$ cat src/rtl/not_gate_bist.sv
// On-board stimulus/check sequencer for the not_gate inverter bank.
// Optional first-failure capture ports are enabled by defining NOT_GATE_BIST_FIRST_FAIL_EN.
module not_gate_bist #(
    parameter int WIDTH       = 1,
    parameter int HOLD_CYCLES = 30,
    parameter int ERR_W       = 8
) (
    input  logic             clk,
    input  logic             rst,
    input  logic             start,
    input  logic [WIDTH-1:0] dut_y,
    output logic [WIDTH-1:0] dut_a,
    output logic             busy,
    output logic             done,
    output logic             pass,
    output logic [ERR_W-1:0] err_count,
    output logic [WIDTH-1:0] pattern_idx
`ifdef NOT_GATE_BIST_FIRST_FAIL_EN
    ,
    output logic             fail_valid,
    output logic [WIDTH-1:0] fail_idx,
    output logic [WIDTH-1:0] fail_y
`endif
);

    // state | meaning
    // IDLE  | waiting for start after reset
    // RUN   | walking patterns, checking dut_y at the end of each hold window
    // DONE  | result held until the next accepted start or reset
    typedef enum logic [1:0] {IDLE, RUN, DONE} state_t;

    localparam int               HC_W      = $clog2(HOLD_CYCLES + 1);
    localparam logic [HC_W-1:0]  HOLD_LAST = HC_W'(HOLD_CYCLES - 1);
    localparam logic [WIDTH-1:0] PAT_LAST  = '1;
    localparam logic [ERR_W-1:0] ERR_MAX   = '1;

    state_t           state_q, state_d;
    logic [WIDTH-1:0] pat_q, pat_d;
    logic [HC_W-1:0]  hold_q, hold_d;
    logic [ERR_W-1:0] err_q, err_d;
    logic             busy_q, busy_d;
    logic             done_q, done_d;
    logic             pass_q, pass_d;
    logic             mismatch;
    logic             check;

`ifdef NOT_GATE_BIST_FIRST_FAIL_EN
    logic             fvld_q, fvld_d;
    logic [WIDTH-1:0] fidx_q, fidx_d;
    logic [WIDTH-1:0] fy_q, fy_d;
`endif

    assign mismatch = (dut_y != ~pat_q);
    assign check    = (hold_q == HOLD_LAST);

    always_comb begin
        state_d = state_q;
        pat_d   = pat_q;
        hold_d  = hold_q;
        err_d   = err_q;
        busy_d  = busy_q;
        done_d  = done_q;
        pass_d  = pass_q;
`ifdef NOT_GATE_BIST_FIRST_FAIL_EN
        fvld_d  = fvld_q;
        fidx_d  = fidx_q;
        fy_d    = fy_q;
`endif
        case (state_q)
            IDLE, DONE: begin
                if (start) begin
                    state_d = RUN;
                    pat_d   = '0;
                    hold_d  = '0;
                    err_d   = '0;
                    busy_d  = 1'b1;
                    done_d  = 1'b0;
                    pass_d  = 1'b0;
`ifdef NOT_GATE_BIST_FIRST_FAIL_EN
                    fvld_d  = 1'b0;
                    fidx_d  = '0;
                    fy_d    = '0;
`endif
                end
            end
            RUN: begin
                hold_d = hold_q + HC_W'(1);
                if (check) begin
                    hold_d = '0;
                    if (mismatch && err_q != ERR_MAX) begin
                        err_d = err_q + ERR_W'(1);
                    end
`ifdef NOT_GATE_BIST_FIRST_FAIL_EN
                    if (mismatch && !fvld_q) begin
                        fvld_d = 1'b1;
                        fidx_d = pat_q;
                        fy_d   = dut_y;
                    end
`endif
                    if (pat_q == PAT_LAST) begin
                        // pass reflects err_d so the last pattern's check is included
                        state_d = DONE;
                        busy_d  = 1'b0;
                        done_d  = 1'b1;
                        pass_d  = (err_d == '0);
                    end else begin
                        pat_d = pat_q + WIDTH'(1);
                    end
                end
            end
            default: begin
                state_d = IDLE;
            end
        endcase
    end

    always_ff @(posedge clk) begin
        if (rst) begin
            state_q <= IDLE;
            pat_q   <= '0;
            hold_q  <= '0;
            err_q   <= '0;
            busy_q  <= 1'b0;
            done_q  <= 1'b0;
            pass_q  <= 1'b0;
`ifdef NOT_GATE_BIST_FIRST_FAIL_EN
            fvld_q  <= 1'b0;
            fidx_q  <= '0;
            fy_q    <= '0;
`endif
        end else begin
            state_q <= state_d;
            pat_q   <= pat_d;
            hold_q  <= hold_d;
            err_q   <= err_d;
            busy_q  <= busy_d;
            done_q  <= done_d;
            pass_q  <= pass_d;
`ifdef NOT_GATE_BIST_FIRST_FAIL_EN
            fvld_q  <= fvld_d;
            fidx_q  <= fidx_d;
            fy_q    <= fy_d;
`endif
        end
    end

    assign dut_a       = pat_q;
    assign pattern_idx = pat_q;
    assign busy        = busy_q;
    assign done        = done_q;
    assign pass        = pass_q;
    assign err_count   = err_q;
`ifdef NOT_GATE_BIST_FIRST_FAIL_EN
    assign fail_valid  = fvld_q;
    assign fail_idx    = fidx_q;
    assign fail_y      = fy_q;
`endif

endmodule

$ cat config.mk
export PLATFORM = sky130hd
export DESIGN_NAME = not_gate_bist
export DESIGN_NICKNAME = d
export VERILOG_FILES = /design/src/rtl/not_gate_bist.sv
export SDC_FILE = /design/constraint.sdc
export NUM_CORES = 1
export LEC_CHECK = 0
export CAP_MARGIN = 20
export CORE_ASPECT_RATIO = 1.25
export CORE_MARGIN = 2
export CORE_UTILIZATION = 45
export CTS_CLUSTER_DIAMETER = 30
export DETAILED_ROUTE_END_ITERATION = 7
export HOLD_SLACK_MARGIN = 0.1
export PLACE_DENSITY = 0.69
export SLEW_MARGIN = 10
export SYNTH_ARGS = -nofsm -noshare
export SYNTH_HDL_FRONTEND = slang
export SYNTH_SLANG_ARGS = --single-unit
$ cat constraint.sdc
create_clock -name clk -period 3.3 [get_ports clk]
set_input_delay 0.66 -clock clk [delete_from_list [all_inputs] [get_ports clk]]
set_output_delay 0.66 -clock clk [all_outputs]
set_load 0.01 [all_outputs]
---- After elaboration in Yosys (flattened, before gate mapping) ----
Index checks and enable logic that the tools add are counted.
word-level totals
  register bits after elaboration ......... 19
  bits in latches ......................... 0
  RAM bits ................................ 0
  bits in read-only memories .............. 0
  logic and storage cells ................. 55
  memories kept ........................... 0
operators by class
  $add $sub $neg .......................... 3
  multipliers ............................. 0
  div/mod/pow operators ................... 0
  magnitude comparators ................... 0
  equal/unequal tests ..................... 8
  shift operators ......................... 0
  muxes and demuxes ....................... 27
  bitwise operators ....................... 1
  reductions and logical operators ........ 9
operators by type and width
  cell                 number
  $mux 8               5
  $pmux 8 s2           1
  $mux 1               10
  $mux 5               2
  $pmux 5 s2           1
  $add 8x1->8 const B  1
  $logic_not 8->1      1
  $ne 8x8->1 const B   1
  $pmux 1 s2           4
  $mux 2               3
  $ne 2x2->1 const B   3
  $reduce_and 3->1     2
  $add 5x1->5 const B  1
  $eq 5x5->1 const B   1
  $pmux 2 s2           1
  $reduce_and 4->1     1
  $eq 2x1->1 const B   1
  $eq 2x2->1 const B   1
  $logic_not 2->1      1
  $reduce_and 2->1     1
  $reduce_bool 2->1    1
  $reduce_or 2->1      1
  $add 1x1->1 const B  1
  $logic_and 1x1->1    1
  2 further kinds      2

---- Longest topological paths before layout ----
Gate-level depths: netlist of run 1.
  depth in word-level cells ............... 10
  depth in mapped cells ................... 7
  depth with buffers taken out ............ 7

---- Worst setup path before layout of run 1 ----
Ideal clock, no wire load.
  kind .................................... input port to flip-flop
  from .................................... in dut_y
  to ...................................... reg err_q[7], in the netlist err_count[7]
  arrival time ............................ 1.619 ns
  setup slack ............................. 1.564 ns
  cell stages on the path ................. 5
  cells stage by stage .................... xor2_2 -> nor4_4 -> nand3_2 -> xnor2_1 -> a22o_1
between the ends
  cells in the longest elaborated chain, start to end .. 7
RTL lines
  item                  line  source
  from (decl)           11    input logic [WIDTH-1:0] dut_y,
  $ne 1x1->1            53    assign mismatch = (dut_y != ~pat_q);
  $logic_and 1x1->1     90    if (mismatch && err_q != ERR_MAX) begin
  $mux 8                90
  $mux 8                88    if (check) begin
  $mux 8                69    case (state_q)
  $mux 8                88
  $pmux 8 s2            69
  to (signal assigned)  135   err_q <= err_d;
  to (decl)             40    logic [ERR_W-1:0] err_q, err_d;
No other way between the ends. The select of a mux whose other input is x is not followed.
A chain may end at the register's enable or synchronous reset.

==> flow_summary.rst, run 1 <==
.. list-table::
   :header-rows: 1

   * - Metric
     - Value
   * - Result of the run
     - completed
   * - Average wire per cell in the routed design
     - 12.8 um
   * - Number of rows created at floorplan
     - 19
   * - Post-synthesis area per instance
     - 8.13 um^2
   * - Cell taking the most area after synthesis
     - dfxtp_1
   * - Vias in the first global route
     - 870
   * - Total Neg Setup Slack
     - 0 ps
   * - Share of post-route cells with drive strength above 1
     - 8.78%
   * - Dominant delay contributor by cell family on the critical path
     - simple AND/OR/NAND/NOR gates
   * - CTS root buffer
     - clkbuf_4
   * - Clock-pin transition on the worst setup and hold timing paths
     - 110 ps
   * - Starting utilization of the core area
     - 48.3%
   * - Final GP Congestion
     - 0.902
   * - Netlist area before placement
     - 1090 um^2
   * - Met3 Resource Use GR
     - 3.66%
   * - Wire length of the first global-routing pass
     - 3710 um
   * - Chain of cells forming the critical path
     - clkdlybuf4s50_1, nor3_2, o21ai_0, a21oi_1
   * - Largest cells by area after synthesis
     - dfxtp_1, a21oi_1, nand2_1
   * - Total via count after detailed routing
     - 984
   * - Number of sinks handled by clock tree synthesis
     - 19
   * - Sum of routed wire length over all layers
     - 2290 um
   * - Cells resized by post-CTS repair
     - 0
   * - Count of cell types in the netlist
     - 40
   * - Leakage power figure
     - 0.453 nW
   * - CTS max path bufs
     - 2
   * - Antenna fix cells
     - 0
   * - Number of buffers and inverters on the critical path
     - 1
   * - Maximum fanout encountered on the critical timing path
     - 14
   * - Layout area overhead
     - 18.3%
   * - Power density relative to cell area
     - 310 nW/um^2
   * - Sort of element at the start of the critical path
     - input port
   * - Die outline height
     - 59.0 um
   * - Post-CTS Repair Setup Buffers
     - 0
   * - Half-perimeter wire length of the detailed placement result
     - 1730 um
   * - Tot GR Track Use
     - 17.9%
   * - Min Hold Slack
     - 469 ps
   * - Critical path type
     - in2reg
   * - GR Layer Usage met1
     - 25.5%
   * - Slew of the pin with the lowest slew margin
     - 784 ps
   * - Area share of the leading cell type in the synthesized netlist
     - 34.9%
   * - Critical-path top delay cell
     - nor3_2
   * - Number of vias per cell after detailed routing
     - 5.50
   * - Clock Skews
     - 4.10 ps
   * - Largest net degree at the start of global routing
     - 15
   * - Final critical-path required period
     - 2200 ps
   * - Worst EP arrival
     - 2430 ps
   * - Max Slew Vio Count
     - 0
   * - Number of H-tree levels
     - 1
   * - Worst Hold Class
     - reg2reg
   * - Number of nets with antenna violations after routing
     - 0
   * - IR drop worst, VDD
     - 0.293 mV
   * - Req. time, crit path
     - 3530 ps
   * - Slew headroom
     - 47.5%
   * - Fraction of met2 tracks used by global routing
     - 27.4%
   * - Number of antenna violations at the first check in global routing
     - 0
   * - Boundary Pins
     - 17
   * - Yosys warns
     - 0
   * - Kind of end point of the critical path
     - flip-flop
   * - Post-synthesis cell count
     - 134
   * - Largest stage delay, worst path
     - 750 ps
   * - Peak-usage layer in the global routing report
     - met2
   * - Num CTS Buffers
     - 3
   * - Die footprint
     - 2830 um^2
   * - TritonCTS clock tree
     - done
   * - Maximum clock rate
     - 0.455 GHz
   * - Final setup violation count
     - 0
   * - Synth Net Count
     - 141
   * - Core footprint
     - 2260 um^2
   * - Final hold violations
     - 0
   * - Post-CTS Hold Fix Bufs
     - 0
   * - Post-route fraction of the period consumed by the critical path
     - 66.7%
   * - X dimension of the die
     - 48.0 um
   * - Later-pin clock latency in the skew report
     - 290 ps
   * - Initial drt markers
     - 19
   * - Sequential fraction of the synthesis area
     - 34.9%
   * - Count of port buffers added during placement
     - 16
   * - Final-stage net count
     - 156
   * - Number of search-and-repair iterations in the first detailed-routing pass
     - 4
   * - Remaining global-route overflow
     - 0
   * - Setup repair after global routing missed its margin
     - false
   * - DRC Markers
     - 0
   * - Most used cells in the layout excluding fill and tap cells
     - dfxtp_1, nand2_1, nor2_1, clkdlybuf4s50_1, a21oi_1
   * - Leading cell type in the layout, fill and taps excluded
     - dfxtp_1
   * - Number of synthesized register bits
     - 19
   * - Max-cap violation count
     - 0
[cells by family (layout without fill, tap and decap cells)]
logic type               count (synthesis)  after routing  synth area share (%)
flip-flops                              19             19                  34.9
AND/OR/NAND/NOR                         63             63                  30.7
adder cells (fa/ha/maj)                  3              3                  3.44
buffers and inverters                    9             23                  3.56
multiplexers                             2              2                  1.84
XOR/XNOR                                 6              6                  5.51
AO/OA/AOI/OAI                           32             32                  20.1
[through the flow]
step	setup WS, ps	area [um^2]	total power, mW	instances	utilization, %
after floorplan	1560	1090	0.274	134	-
after global placement	834	1260	0.289	175	55.8
after detailed placement	777	1260	0.290	175	55.8
after CTS	1090	1290	0.406	179	57.1
after global routing	964	1290	0.424	179	57.1
final	1100	1290	0.399	179	57.1
[sequential cells by signal, indices dropped and copies added (netlist names)]
signal / flops
busy: 1
dut_a: 1
err_count: 8
pass: 1
done: 1
state_q: 2
hold_q: 5
[report_power, final]
part / total, mW / leakage [nW] / internal [mW] / switching [mW]
clock: 0.115 / 0.0177 / 0.0450 / 0.0695
sequential: 0.239 / 0.154 / 0.234 / 0.00551
combinational: 0.0458 / 0.282 / 0.0185 / 0.0273
[layer usage]
metal | vias up | wire, um
li1 | 511 | -
met5 | - | 0
met1 | 459 | 1160
met4 | 0 | 13
met2 | 12 | 1070
met3 | 2 | 51
[worst register-to-register path: stages (launching register included)]
cell	delay, ps
dfxtp_1	410
ha_1	200
nand4_1	190
nor3_2	690
o21ai_0	200
a21oi_1	180
[final timing paths]
kind | slack, ps | start | cells past startpoint | to
worst max-delay path | 1100 | rst | 4 | err_count[4]$_SDFFE_PP0P_
worst min-delay path | 470 | done$_SDFFE_PP0P_ | 2 | done$_SDFFE_PP0P_
worst max register to register | 1380 | hold_q[0]$_SDFFE_PP0P_ | 5 | err_count[4]$_SDFFE_PP0P_
worst min register to register | 470 | done$_SDFFE_PP0P_ | 2 | done$_SDFFE_PP0P_
[synthesized netlist by cell type, drive strengths merged]
library cell	count
dfxtp	19
nand2	17
nor2	16
a21oi	14
nand3	7
nor3	5
clkbuf	4
o21ai	4
and4	3
ha	3
inv	3
nand2b	3
nand4	3
xnor2	3
xor2	3
a21o	2
a22o	2
a31oi	2
and3	2
buf	2
mux2i	2
nor2b	2
o32ai	2
a2111oi	1
a21bo	1
a32o	1
and2	1
and4b	1
nand3b	1
nor4	1
o2111ai	1
o31ai	1
o41ai	1
or2	1
[cell type report]
class | count | area, um^2
inverters | 3 | 11.3
well taps | 31 | 38.8
clock buffers | 3 | 22.5
repair buffers | 16 | 160
clock inverters | 1 | 5.00
flip-flops and latches | 19 | 380
fillers | 217 | 970
multi-input cells | 106 | 671
Power figures use the tool's default switching activity.
==> inputs of run 2 (changes only) <==
==> constraint.sdc (replaced) <==
create_clock -name clk -period 2.05 [get_ports clk]
set_input_delay 0.41 -clock clk [delete_from_list [all_inputs] [get_ports clk]]
set_output_delay 0.41 -clock clk [all_outputs]
set_load 0.01 [all_outputs]
==> run 2 against run 1 <==
Sequential power is 61% higher. First-iteration DRC count is 37% higher. Register-to-register slack worse by 1100 ps. Clock power is 67% higher. Design area is 2.9% higher. Worst hold slack better by 1.6 ps. Critical path depth is 3 lower. Via count is 7.8% higher. Clock skew is 0.75 ps lower. Cell count is 2.8% higher. Critical path type is now reg2out. Highest routed layer unchanged.
==> flow_summary.rst, run 2 (synthesis results as in run 1) <==
.. list-table::
   :header-rows: 1

   * - Metric
     - Value
   * - Number of nets with antenna violations after routing
     - 0 (unchanged)
   * - Leading cell type in the layout, fill and taps excluded
     - dfxtp_1 (unchanged)
   * - Design area
     - 1330 um^2 (was 1290 um^2)
   * - Leakage power figure
     - 0.477 nW (was 0.453 nW)
   * - Worst Hold Class
     - reg2reg (unchanged)
   * - Final critical-path required period
     - 1880 ps
   * - Worst EP arrival
     - 1470 ps (was 2430 ps)
   * - Antenna fix cells
     - 0 (unchanged)
   * - Clock-pin transition on the worst setup and hold timing paths
     - 110 ps (about the same)
   * - Chain of cells forming the critical path
     - clkdlybuf4s50_1 (was clkdlybuf4s50_1, nor3_2, o21ai_0, a21oi_1)
   * - Initial drt markers
     - 26 (was 19)
   * - Dominant delay contributor by cell family on the critical path
     - buffers and inverters (was simple AND/OR/NAND/NOR gates)
   * - Max-cap violation count
     - 0 (unchanged)
   * - Post-CTS Hold Fix Bufs
     - 0 (unchanged)
   * - TritonCTS clock tree
     - done (unchanged)
   * - Final setup violation count
     - 0 (unchanged)
   * - Number of H-tree levels
     - 1 (unchanged)
   * - Boundary Pins
     - 17 (unchanged)
   * - Number of buffers and inverters on the critical path
     - 1 (unchanged)
   * - Kind of end point of the critical path
     - output port (was flip-flop)
   * - Sort of element at the start of the critical path
     - flip-flop (was input port)
   * - Clock Skews
     - 3.35 ps (was 4.10 ps)
   * - Num CTS Buffers
     - 3 (unchanged)
   * - Number of antenna violations at the first check in global routing
     - 0 (unchanged)
   * - Post-route fraction of the period consumed by the critical path
     - 91.7%
   * - Number of vias per cell after detailed routing
     - 5.77 (was 5.50)
   * - IR drop worst, VDD
     - 0.441 mV (was 0.293 mV)
   * - Number of sinks handled by clock tree synthesis
     - 19 (unchanged)
   * - Tot GR Track Use
     - 19.4% (was 17.9%)
   * - Later-pin clock latency in the skew report
     - 290 ps (about the same)
   * - Maximum fanout encountered on the critical timing path
     - 11 (was 14)
   * - X dimension of the die
     - 48.0 um (unchanged)
   * - Min Hold Slack
     - 471 ps (was 469 ps)
   * - Number of rows created at floorplan
     - 19 (unchanged)
   * - Sum of routed wire length over all layers
     - 2440 um (was 2290 um)
   * - Cells resized by post-CTS repair
     - 0 (unchanged)
   * - Post-place instance area
     - 1300 um^2 (was 1260 um^2)
   * - Die outline height
     - 59.0 um (unchanged)
   * - Max reg flops
     - 8 (unchanged)
   * - Die footprint
     - 2830 um^2 (unchanged)
   * - Max Slew Vio Count
     - 0 (unchanged)
   * - Critical-path top delay cell
     - clkdlybuf4s50_1 (was nor3_2)
   * - Post-CTS Repair Setup Buffers
     - 0 (unchanged)
   * - Multi-input combinational cell area
     - 671 um^2 (unchanged)
   * - Sequential standard cell area
     - 380 um^2 (unchanged)
   * - Power density relative to cell area
     - 497 nW/um^2 (was 310 nW/um^2)
   * - Layout area overhead
     - 21.7% (was 18.3%)
   * - Critical path type
     - reg2out (was in2reg)
   * - Average wire per cell in the routed design
     - 13.3 um (was 12.8 um)
   * - Remaining global-route overflow
     - 0 (unchanged)
   * - Final-stage net count
     - 161 (was 156)
   * - Filler cell count in the final layout
     - 218 (was 217)
   * - Result of the run
     - completed (unchanged)
   * - Most used cells in the layout excluding fill and tap cells
     - dfxtp_1, nand2_1, nor2_1, clkdlybuf4s50_1, a21oi_1 (unchanged)
   * - DRC Markers
     - 0 (unchanged)
   * - Core footprint
     - 2260 um^2 (unchanged)
   * - Slew headroom
     - 72.8% (was 47.5%)
   * - Final GP Congestion
     - 0.882 (was 0.902)
   * - Number of search-and-repair iterations in the first detailed-routing pass
     - 4 (unchanged)
   * - Power Total
     - 660 uW (was 399 uW)
   * - Req. time, crit path
     - 1640 ps (was 3530 ps)
   * - Wire length of the first global-routing pass
     - 4060 um (was 3710 um)
   * - Largest net degree at the start of global routing
     - 15 (unchanged)
   * - CTS root buffer
     - clkbuf_4 (unchanged)
   * - Count of port buffers added during placement
     - 16 (unchanged)
   * - Total via count after detailed routing
     - 1061 (was 984)
   * - Share of post-route cells with drive strength above 1
     - 11.8% (was 8.78%)
   * - CTS max path bufs
     - 2 (unchanged)
   * - Setup repair after global routing missed its margin
     - false (unchanged)
   * - Starting utilization of the core area
     - 48.3% (unchanged)
   * - Half-perimeter wire length of the detailed placement result
     - 1890 um (was 1730 um)
   * - Maximum clock rate
     - 0.532 GHz
   * - Final hold violations
     - 0 (unchanged)
   * - Largest stage delay, worst path
     - 610 ps (was 750 ps)
   * - Vias in the first global route
     - 925 (was 870)
   * - Slew of the pin with the lowest slew margin
     - 405 ps (was 784 ps)
run 2: final timing paths:
kind | from | to | slack (ps) | cells after the start
min | done$_SDFFE_PP0P_ | done$_SDFFE_PP0P_ | 470 | 2
max | err_count[6]$_SDFFE_PP0P_ | err_count[6] | 170 | 1
min reg2reg | done$_SDFFE_PP0P_ | done$_SDFFE_PP0P_ | 470 | 2
max reg2reg | err_count[0]$_SDFFE_PP0P_ | pass$_SDFFE_PP0P_ | 280 | 6
run 2: cell type report:
cell class,count,area share (%)
multi-input cells,106,50.6
flip-flops and latches,19,28.7
repair buffers,21,14.9
well taps,31,2.92
clock buffers,3,1.70
inverters,3,0.849
clock inverters,1,0.377
run 2: layer usage:
metal	vias up	global-route usage (%)	part of all wire [%]
met5	-	0	0
met4	0	5.41	1.1
met1	511	27.8	47
met2	28	29.0	48
li1	518	-	-
met3	4	4.57	3.1
run 2: through the flow:
stage	worst slack [ps]	std cells	utilization [%]	setup TNS, ps
after CTS	177	184	58.7	0
final	171	184	58.7	0
after detailed placement	-0.987	180	57.5	-0.987
after floorplan	440	134	-	0
after global routing	111	184	58.7	0
after global placement	30.3	180	57.5	0
run 2: power breakdown:
| group | internal (mW) | total [mW] | leakage [nW] | switching, mW |
|---|---|---|---|---|
| combinational | 0.0364 | 0.0821 | 0.306 | 0.0457 |
| clock | 0.0726 | 0.192 | 0.0177 | 0.119 |
| sequential | 0.376 | 0.385 | 0.154 | 0.00927 |
| total | 0.485 | 0.660 | 0.477 | 0.174 |
==> inputs of run 3 (changes only) <==
--- a/config.mk
+++ b/config.mk
@@ -5,7 +5,6 @@
 export SDC_FILE = /design/constraint.sdc
 export NUM_CORES = 1
 export LEC_CHECK = 0
-export CAP_MARGIN = 20
 export CORE_ASPECT_RATIO = 1.25
 export CORE_MARGIN = 2
 export CORE_UTILIZATION = 45
==> results of run 3 <==
No change in the layout: final DEF, timing and power equal those of run 2.
